**src/rtl/hxd32_pkg.sv**
```systemverilog
`default_nettype none
// ============================================================================
// Module   : hxd32_pkg
// Brief    : Shared types and helpers for the hxd32 RAM arbiter.
// Revision : 1.0 - initial release
// ============================================================================
package hxd32_pkg;

  // Lock state of the arbiter.
  typedef enum logic [1:0] {RUN, DRAIN, LOCKED} arb_state_t;

  // Requester that owns the read currently in flight.
  typedef enum logic [1:0] {OWN_NONE, OWN_DBG, OWN_DATA, OWN_FETCH} arb_owner_t;

  // Width of the per-byte write enable bus.
  localparam int C_BE_W = 4;

  // An access is a read when no byte lane is enabled for writing.
  function automatic logic is_read(input logic [C_BE_W-1:0] be);
    return (be == '0);
  endfunction

endpackage
`default_nettype wire

```
**src/rtl/ram_arb_prio.sv**
```systemverilog
`default_nettype none
// ============================================================================
// Module   : arb_prio
// Brief    : Combinational one-hot priority encoder for the RAM arbiter.
// Revision : 1.0 - initial release
// ============================================================================
module arb_prio
  import hxd32_pkg::*;
(
  input  logic       dbg_req,
  input  logic       data_req,
  input  logic       fetch_req,
  input  arb_state_t state,
  input  logic       starve,
  output logic       dbg_gnt,
  output logic       data_gnt,
  output logic       fetch_gnt
);

  // Pick at most one requester; a starved fetch jumps ahead of data.
  always_comb begin
    dbg_gnt   = 1'b0;
    data_gnt  = 1'b0;
    fetch_gnt = 1'b0;
    case (state)
      RUN: begin
        if (dbg_req) begin
          dbg_gnt = 1'b1;
        end else if (starve) begin
          if (fetch_req)     fetch_gnt = 1'b1;
          else if (data_req) data_gnt  = 1'b1;
        end else begin
          if (data_req)       data_gnt  = 1'b1;
          else if (fetch_req) fetch_gnt = 1'b1;
        end
      end
      LOCKED: begin
        dbg_gnt = dbg_req;
      end
      default: begin
        // DRAIN leaves the RAM idle so the outstanding read can return.
      end
    endcase
  end

endmodule
`default_nettype wire

```
**src/rtl/ram_arb.sv**
```systemverilog
`default_nettype none
// ============================================================================
// Module   : ram_arb
// Brief    : Single-port RAM arbiter for debug, core data and core fetch
//            ports with a debug lock for exclusive program load.
// Revision : 1.0 - initial release
// ============================================================================
module ram_arb
  import hxd32_pkg::*;
#(
  parameter int XLEN       = 32,
  parameter int STARVE_MAX = 4
) (
  input  logic              clk_i,
  input  logic              rst_n_i,
  input  logic              dbg_req_i,
  input  logic [XLEN-1:0]   dbg_addr_i,
  input  logic [XLEN-1:0]   dbg_wr_data_i,
  input  logic [C_BE_W-1:0] dbg_wr_byte_en_i,
  output logic              dbg_gnt_o,
  output logic              dbg_rd_valid_o,
  input  logic              dbg_lock_i,
  output logic              dbg_lock_ack_o,
  input  logic              data_req_i,
  input  logic [XLEN-1:0]   data_addr_i,
  input  logic [XLEN-1:0]   data_wr_data_i,
  input  logic [C_BE_W-1:0] data_wr_byte_en_i,
  output logic              data_gnt_o,
  output logic              data_rd_valid_o,
  input  logic              fetch_req_i,
  input  logic [XLEN-1:0]   fetch_addr_i,
  output logic              fetch_gnt_o,
  output logic              fetch_rd_valid_o,
  output logic [XLEN-1:0]   rd_data_o,
  output logic              mem_en_o,
  output logic [XLEN-1:0]   mem_addr_o,
  output logic [XLEN-1:0]   mem_wr_data_o,
  output logic [C_BE_W-1:0] mem_wr_byte_en_o,
  input  logic [XLEN-1:0]   mem_rd_data_i
);

  localparam int C_CNT_W = $clog2(STARVE_MAX + 1);
  localparam logic [C_CNT_W-1:0] C_CNT_MAX = C_CNT_W'(STARVE_MAX);

  arb_state_t         r_state;
  arb_state_t         w_state_next;
  arb_owner_t         r_owner;
  arb_owner_t         w_owner_next;
  logic [C_CNT_W-1:0] r_starve_cnt;
  logic               w_starve;
  logic               w_dbg_gnt;
  logic               w_data_gnt;
  logic               w_fetch_gnt;

  assign w_starve = (r_starve_cnt == C_CNT_MAX);

  arb_prio u_prio (
    .dbg_req   (dbg_req_i),
    .data_req  (data_req_i),
    .fetch_req (fetch_req_i),
    .state     (r_state),
    .starve    (w_starve),
    .dbg_gnt   (w_dbg_gnt),
    .data_gnt  (w_data_gnt),
    .fetch_gnt (w_fetch_gnt)
  );

  assign dbg_gnt_o   = w_dbg_gnt;
  assign data_gnt_o  = w_data_gnt;
  assign fetch_gnt_o = w_fetch_gnt;

  // Lock state register.
  always_ff @(posedge clk_i or negedge rst_n_i) begin
    if (!rst_n_i) r_state <= RUN;
    else          r_state <= w_state_next;
  end

  // Lock transitions: RUN -> DRAIN for one cycle, then LOCKED or back to RUN.
  always_comb begin
    w_state_next = r_state;
    case (r_state)
      RUN:     if (dbg_lock_i) w_state_next = DRAIN;
      DRAIN:   w_state_next = dbg_lock_i ? LOCKED : RUN;
      LOCKED:  if (!dbg_lock_i) w_state_next = RUN;
      default: w_state_next = RUN;
    endcase
  end

  assign dbg_lock_ack_o = (r_state == LOCKED);

  // Count denied fetch cycles in RUN; frozen while draining or locked.
  always_ff @(posedge clk_i or negedge rst_n_i) begin
    if (!rst_n_i) begin
      r_starve_cnt <= '0;
    end else if (r_state == RUN) begin
      if (fetch_req_i && !w_fetch_gnt) begin
        if (!w_starve) r_starve_cnt <= r_starve_cnt + 1'b1;
      end else begin
        r_starve_cnt <= '0;
      end
    end
  end

  // Tag the requester whose granted read returns next cycle.
  always_comb begin
    w_owner_next = OWN_NONE;
    if (w_dbg_gnt && is_read(dbg_wr_byte_en_i))        w_owner_next = OWN_DBG;
    else if (w_data_gnt && is_read(data_wr_byte_en_i)) w_owner_next = OWN_DATA;
    else if (w_fetch_gnt)                              w_owner_next = OWN_FETCH;
  end

  // Owner tag register; reset drops any read in flight.
  always_ff @(posedge clk_i or negedge rst_n_i) begin
    if (!rst_n_i) r_owner <= OWN_NONE;
    else          r_owner <= w_owner_next;
  end

  assign dbg_rd_valid_o   = (r_owner == OWN_DBG);
  assign data_rd_valid_o  = (r_owner == OWN_DATA);
  assign fetch_rd_valid_o = (r_owner == OWN_FETCH);
  assign rd_data_o        = mem_rd_data_i;

  // Route the granted requester onto the RAM port; idle bus is all zero.
  always_comb begin
    mem_en_o         = w_dbg_gnt | w_data_gnt | w_fetch_gnt;
    mem_addr_o       = '0;
    mem_wr_data_o    = '0;
    mem_wr_byte_en_o = '0;
    if (w_dbg_gnt) begin
      mem_addr_o       = dbg_addr_i;
      mem_wr_data_o    = dbg_wr_data_i;
      mem_wr_byte_en_o = dbg_wr_byte_en_i;
    end else if (w_data_gnt) begin
      mem_addr_o       = data_addr_i;
      mem_wr_data_o    = data_wr_data_i;
      mem_wr_byte_en_o = data_wr_byte_en_i;
    end else if (w_fetch_gnt) begin
      mem_addr_o       = fetch_addr_i;
    end
  end

endmodule
`default_nettype wire

```
**config.mk**
```make
export PLATFORM = sky130hd
export DESIGN_NAME = ram_arb
export DESIGN_NICKNAME = d
export VERILOG_FILES = /design/src/rtl/hxd32_pkg.sv /design/src/rtl/ram_arb_prio.sv /design/src/rtl/ram_arb.sv
export SDC_FILE = /design/constraint.sdc
export NUM_CORES = 1
export LEC_CHECK = 0
export ABC_AREA = 1
export CORE_AREA = 3 3 122 124
export CTS_CLUSTER_DIAMETER = 40
export DETAILED_ROUTE_END_ITERATION = 7
export DIE_AREA = 0 0 125 127
export MAX_ROUTING_LAYER = met4
export SYNTH_ARGS = -nofsm -noshare
export SYNTH_HDL_FRONTEND = slang
export SYNTH_HIERARCHICAL = 1
export SYNTH_SLANG_ARGS = --single-unit
```
**constraint.sdc**
```tcl
create_clock -name clk_i -period 2.44 [get_ports clk_i]
set_input_delay 0.244 -clock clk_i [delete_from_list [all_inputs] [get_ports clk_i]]
set_output_delay 0.244 -clock clk_i [all_outputs]
set_load 0.02 [all_outputs]
```
After elaboration in Yosys (flattened, before gate mapping)
Cells that the tools add are included.
{ "totals": {"ff_bits": 7, "latchBits": 0, "ramBits": 0, "mem_bits_ro": 0, "inputBits": 206, "out_inout_bits": 108, "mem_count": 0} }
{ "classes": {"addsub": 1, "n_mul": 0, "div": 0, "order_cmp": 0, "eq_ne": 9, "shifts": 0, "mux": 28, "n_bitwise": 2, "n_reduce_logical": 9} }
{ "op_table": {"columns": ["operator", "n"], "rows": [
  ["$mux 32", 5],
  ["$mux 2", 6],
  ["$mux 1", 11],
  ["$logic_not 4->1", 2],
  ["$mux 4", 2],
  ["$eq 2x2->1 const B", 3],
  ["$mux 3", 2],
  ["$ne 2x2->1 const B", 3],
  ["$pmux 2 s3", 1],
  ["$eq 2x1->1 const B", 2],
  ["$reduce_and 2->1", 2],
  ["$add 3x1->3 const B", 1],
  ["$eq 3x3->1 const B", 1],
  ["$logic_and 1x1->1", 3],
  ["$logic_not 2->1", 1],
  ["$or 1x1->1", 2],
  ["$pmux 1 s2", 1],
  ["$logic_not 1->1", 1]
]} }

Depth between registers and ports, before layout
{ "depth": {"depth_word": 9, "depth_mapped": 14, "mapped_depth_nobuf": 14} }

Hierarchy
Netlist, hierarchy kept.
{ "modules_own_cells": {"columns": ["mod", "n_inst", "cells_per_inst", "area_each_um2", "seq_area_each_um2"], "rows": [
  ["ram_arb", 1, 284, 1664.1, 175.2],
  ["arb_prio", 1, 12, 50.0, 0.0]
]} }

Worst setup path before layout
Ideal clock, no wire load.
{ "synth_timing": {"path_type": "register to output", "start": "register r_starve_cnt[0]", "end": "output mem_addr_o[10]", "arrival_time_ns": 2.020, "required_ns": 2.196, "slack_ns": 0.176, "path_stages_with_launch": 14, "path_cell_list": "dfrtp_1 -> inv_1 -> ha_1 -> nand2_1 -> inv_1 -> nand2_1 -> nand2_1 -> nor2_1 -> inv_2 -> nor2_4 -> buf_6 -> buf_4 -> nand2_1 -> nand3_1"} }
{ "synth_between": {"word_cells_on_any_way": 10} }
{ "synth_rtl": {"columns": ["element", "line", "text"], "rows": [
  ["from (decl)", "ram_arb.sv:49", "logic [C_CNT_W-1:0] r_starve_cnt;"],
  ["from (signal assigned)", "ram_arb.sv:97", "if (!w_starve) r_starve_cnt <= r_starve_cnt + 1'b1;"],
  ["$eq 3x3->1", "ram_arb.sv:55", "assign w_starve = (r_starve_cnt == C_CNT_MAX);"],
  ["via w_starve", "ram_arb.sv:50", "logic w_starve;"],
  ["$mux 1", "ram_arb_prio.sv:29", "end else if (starve) begin"],
  ["$mux 1", "ram_arb_prio.sv:27", "if (dbg_req) begin"],
  ["$mux 1", "ram_arb_prio.sv:25", "case (state)"],
  ["via data_gnt_o", "ram_arb.sv:28", "output logic data_gnt_o,"],
  ["$mux 32", "ram_arb.sv:133", "end else if (w_data_gnt) begin"],
  ["$mux 32", "ram_arb.sv:129", "if (w_dbg_gnt) begin"],
  ["to (decl)", "ram_arb.sv:36", "output logic [XLEN-1:0] mem_addr_o,"]
]} }
The timed path passes the listed nets, and every way through them passes these cells.

Final worst setup path
{ "layout_timing": {"start": "register r_starve_cnt[0]", "end": "output mem_addr_o[1]"} }
{ "layout_between": {"elab_chain_cells": 7, "word_cells_on_any_way": 10} }
{ "layout_lines": {"columns": ["element", "line", "text"], "rows": [
  ["$eq 3x3->1 *", "ram_arb.sv:55", null],
  ["via w_starve", "ram_arb.sv:50", null],
  ["$mux 1", "ram_arb_prio.sv:29", null],
  ["$mux 1", "ram_arb_prio.sv:27", null],
  ["$mux 1", "ram_arb_prio.sv:25", null],
  ["$mux 32", "ram_arb.sv:137", "end else if (w_fetch_gnt) begin"],
  ["$mux 32 *", "ram_arb.sv:133", null],
  ["$mux 32 *", "ram_arb.sv:129", null]
]} }
Mark *: on every way through the listed nets, which the timed path passes. The rest lies on a longest branch.

==> flow_metrics.env <==
export IMPL_critPathKind="reg -> out"
export IMPL_grt_pass1_wl_mm=16.4
export IMPL_cts_max_level=1
export IMPL_slowest_delay_ns=0.38
export IMPL_clockRootBuffer="clkbuf_16"
export IMPL_synthesis_area_per_instance_um2=5.79
export IMPL_grt_max_degree=42
export IMPL_synth_area_leaders="nand2_1 (19%), nand3_1 (19%), a22o_1 (17%)"
export IMPL_worstSetupEndpointType="output pin"
export IMPL_stdcell_count=702
export IMPL_ys_types=17
export IMPL_crit_slowest_cell="dfrtp_1"
export IMPL_crit_path_start_kind="flop"
export IMPL_ctsLongestPathBuffers=2
export IMPL_drive_above_1_share=0.211
export IMPL_antenna_cells=0
export IMPL_r2r_start="r_starve_cnt[0]"
export IMPL_tightest_slew_ns=0.368
export IMPL_numCtsBuffers=3
export IMPL_dpl_cell_area_um2=4280
export IMPL_final_cell_area_um2=4220
export IMPL_timing_rr_end="r_starve_cnt[1]"
export IMPL_leakage_uw=0.00192
export IMPL_setup_tns_ns=0
export IMPL_fp_dieH_um=127
export IMPL_synth_top_area_frac=0.195
export IMPL_post_route_drc_count=0
export IMPL_power_density_nw_per_um2=346
export IMPL_start_util=0.123
export IMPL_grt_antenna_before_repair=0
export IMPL_setup_viol=0
export IMPL_slew_viol_final=0
export IMPL_timing_final_crit_share=0.937
export IMPL_area_growth_pct=146
export IMPL_rows=43
export IMPL_numPortBuffers=249
export IMPL_power_share_combinational=0.705
export IMPL_synth_seq_cells=7
export IMPL_drt_iter0_drc=157
export IMPL_cp_top_family="buffers and inverters"
export IMPL_vias=2987
export IMPL_final_antenna_net_count=0
export IMPL_r2r_setup_slack_ns=0.68
export IMPL_required_ns=2.20
export IMPL_placed_cells=690
export IMPL_cp_arrival_ns=2.04
export IMPL_synth_seq_area_share=0.102
export IMPL_crit_fanout=8
export IMPL_die_x_um=125
export IMPL_outcome="completed"
export IMPL_crit_top_cell="nand2_1"
export IMPL_nets=731
export IMPL_grt_ovfl_total=0
export IMPL_drtPass1Iterations=5
export IMPL_hp_class="in -> async"
export IMPL_routed_wirelength_mm=11.4
export IMPL_hpwlAfterDp_mm=8.99
export IMPL_grtUsageTotal=0.131
export IMPL_io_pins=314
export IMPL_clkTransAtPathRegs_ns=0.04
export IMPL_slew_headroom=0.754
export IMPL_nFillCells=1504
export IMPL_skew_ns=0.00311
export IMPL_cts_sinks=7
export IMPL_final_util=0.304
export IMPL_wl_per_cell_um=16.3
export IMPL_viasPerCell=4.25
export IMPL_yosysWarningCount=6
export IMPL_clock_fmax_ghz=0.438
export IMPL_cts_tree="yes"
export IMPL_core_area_um2=13900
export IMPL_synth_area_um2=1710
export IMPL_pwr_share_clk=0.191
export IMPL_synthesis_nets=504
export IMPL_clk_latency_ns=0.23
export IMPL_r2r_cells=14
export IMPL_power_frac_seq=0.105
export IMPL_power_internal_uw=890
export IMPL_post_route_min_period_ns=2.29
export IMPL_grt_pass1_vias=3023
export IMPL_critPathBufInv=7
export IMPL_routabilityCongestion=0.946
export IMPL_synth_cells=296
export IMPL_final_hold_violation_count=0
export IMPL_p_sw_uw=570
export IMPL_die_area_um2=15900
export IMPL_maxCapViolations=0
export IMPL_cp_cell_sequence="inv_2 -> ha_1 -> nand2_1 -> inv_1 -> inv_1 -> nand2_1 -> nand2_1 -> nor2_2 -> inv_2 -> nor2_4 -> buf_12 -> buf_6 -> nand3_1 -> nand3_1 -> clkbuf_2"
export IMPL_ir_drop_mv=0.223
export IMPL_yosysTopAreaCell="nand2_1"
export IMPL_p_sw_frac=0.391
## metrics by stage
step                      setup WS, ns  hold WS (ns)  total power (µW)
after detailed placement        -0.109         0.488              1240
after CTS                      0.00107         0.301              1480
after global routing           -0.0153         0.327              1560
after floorplan                  0.176       -0.0516               651
after global placement         -0.0882         0.488              1220
final                            0.155         0.297              1460
## power groups by stage
stage               registers (µW)  logic, µW  clock network, µW
finish                         153       1030                279
global route                   154       1110                297
CTS                            151       1040                286
detailed placement             153       1080                  0
global placement               151       1070                  0
floorplan                      154        497                  0
## synth_stat cells (all sizes together)
cell    instances
nand3          66
o21ai           4
nand2          89
a22o           34
nor2           18
inv            19
nand4           2
buf            50
dfrtp           7
a21oi           2
ha              2
clkbuf          3
## worst max path at each step
stage,startpoint,to,slack [ns],cells past startpoint
floorplan,r_starve_cnt[0],mem_addr_o[10],0.18,13
global placement,fetch_req_i,mem_wr_data_o[2],-0.09,9
detailed placement,r_starve_cnt[0],mem_wr_data_o[2],-0.11,12
CTS,r_starve_cnt[0],mem_addr_o[8],0.001,13
global route,r_starve_cnt[0],mem_addr_o[22],-0.02,15
finish,r_starve_cnt[0],mem_addr_o[1],0.15,15
## registers in the layout, summed over array words and instances, names as in the netlist
register      count
r_starve_cnt      3
r_owner           2
r_state           2
## placed cells by master, fill, tap and decap left out, types with 6 or more instances in the layout
| master | Yosys | layout |
|---|---|---|
| buf_4 | 35 | 24 |
| a22o_1 | 34 | 34 |
| buf_12 | 0 | 7 |
| nor2_1 | 14 | 12 |
| dfrtp_1 | 7 | 7 |
| buf_2 | 14 | 12 |
| inv_1 | 17 | 15 |
| clkdlybuf4s50_1 | 0 | 180 |
| buf_6 | 1 | 6 |
| nand2_1 | 89 | 89 |
| nand3_1 | 66 | 64 |
| clkbuf_2 | 0 | 43 |
## timing repair
action / CTS / global route
endpoints found under the setup margin: 66 / 68
resized for setup: 141 / 110
cloned: 1 / 3
pin swaps: 1 / 3
hold buffers: 0 / 0
setup buffers: 3 / 3
## routing by layer
metal	track usage	part of all wire	vias to the layer above
li1	-	-	1416
met1	0.146	0.37	1363
met2	0.243	0.53	192
met3	0.0276	0.088	16
met4	0.0268	0.014	0
met5	-	0	-
## cell families after synthesis
family,after synthesis,synth area share
AO/OA/AOI/OAI,40,0.191
adder cells (fa/ha/maj),2,0.0146
buffers and inverters,72,0.249
flip-flops,7,0.102
AND/OR/NAND/NOR,175,0.443
## layout make-up
| class | count | area (µm²) | share of cell area |
|---|---|---|---|
| clock buffer | 3 | 75.1 | 0.0178 |
| clock inverter | 1 | 5.00 | 0.00119 |
| inverter | 19 | 71.3 | 0.0169 |
| multi-input combinational | 217 | 1140 | 0.270 |
| sequential | 7 | 175 | 0.0415 |
| tap | 180 | 225 | 0.0534 |
| timing repair buffer | 275 | 2530 | 0.599 |
(Power assumes the default switching activity.)
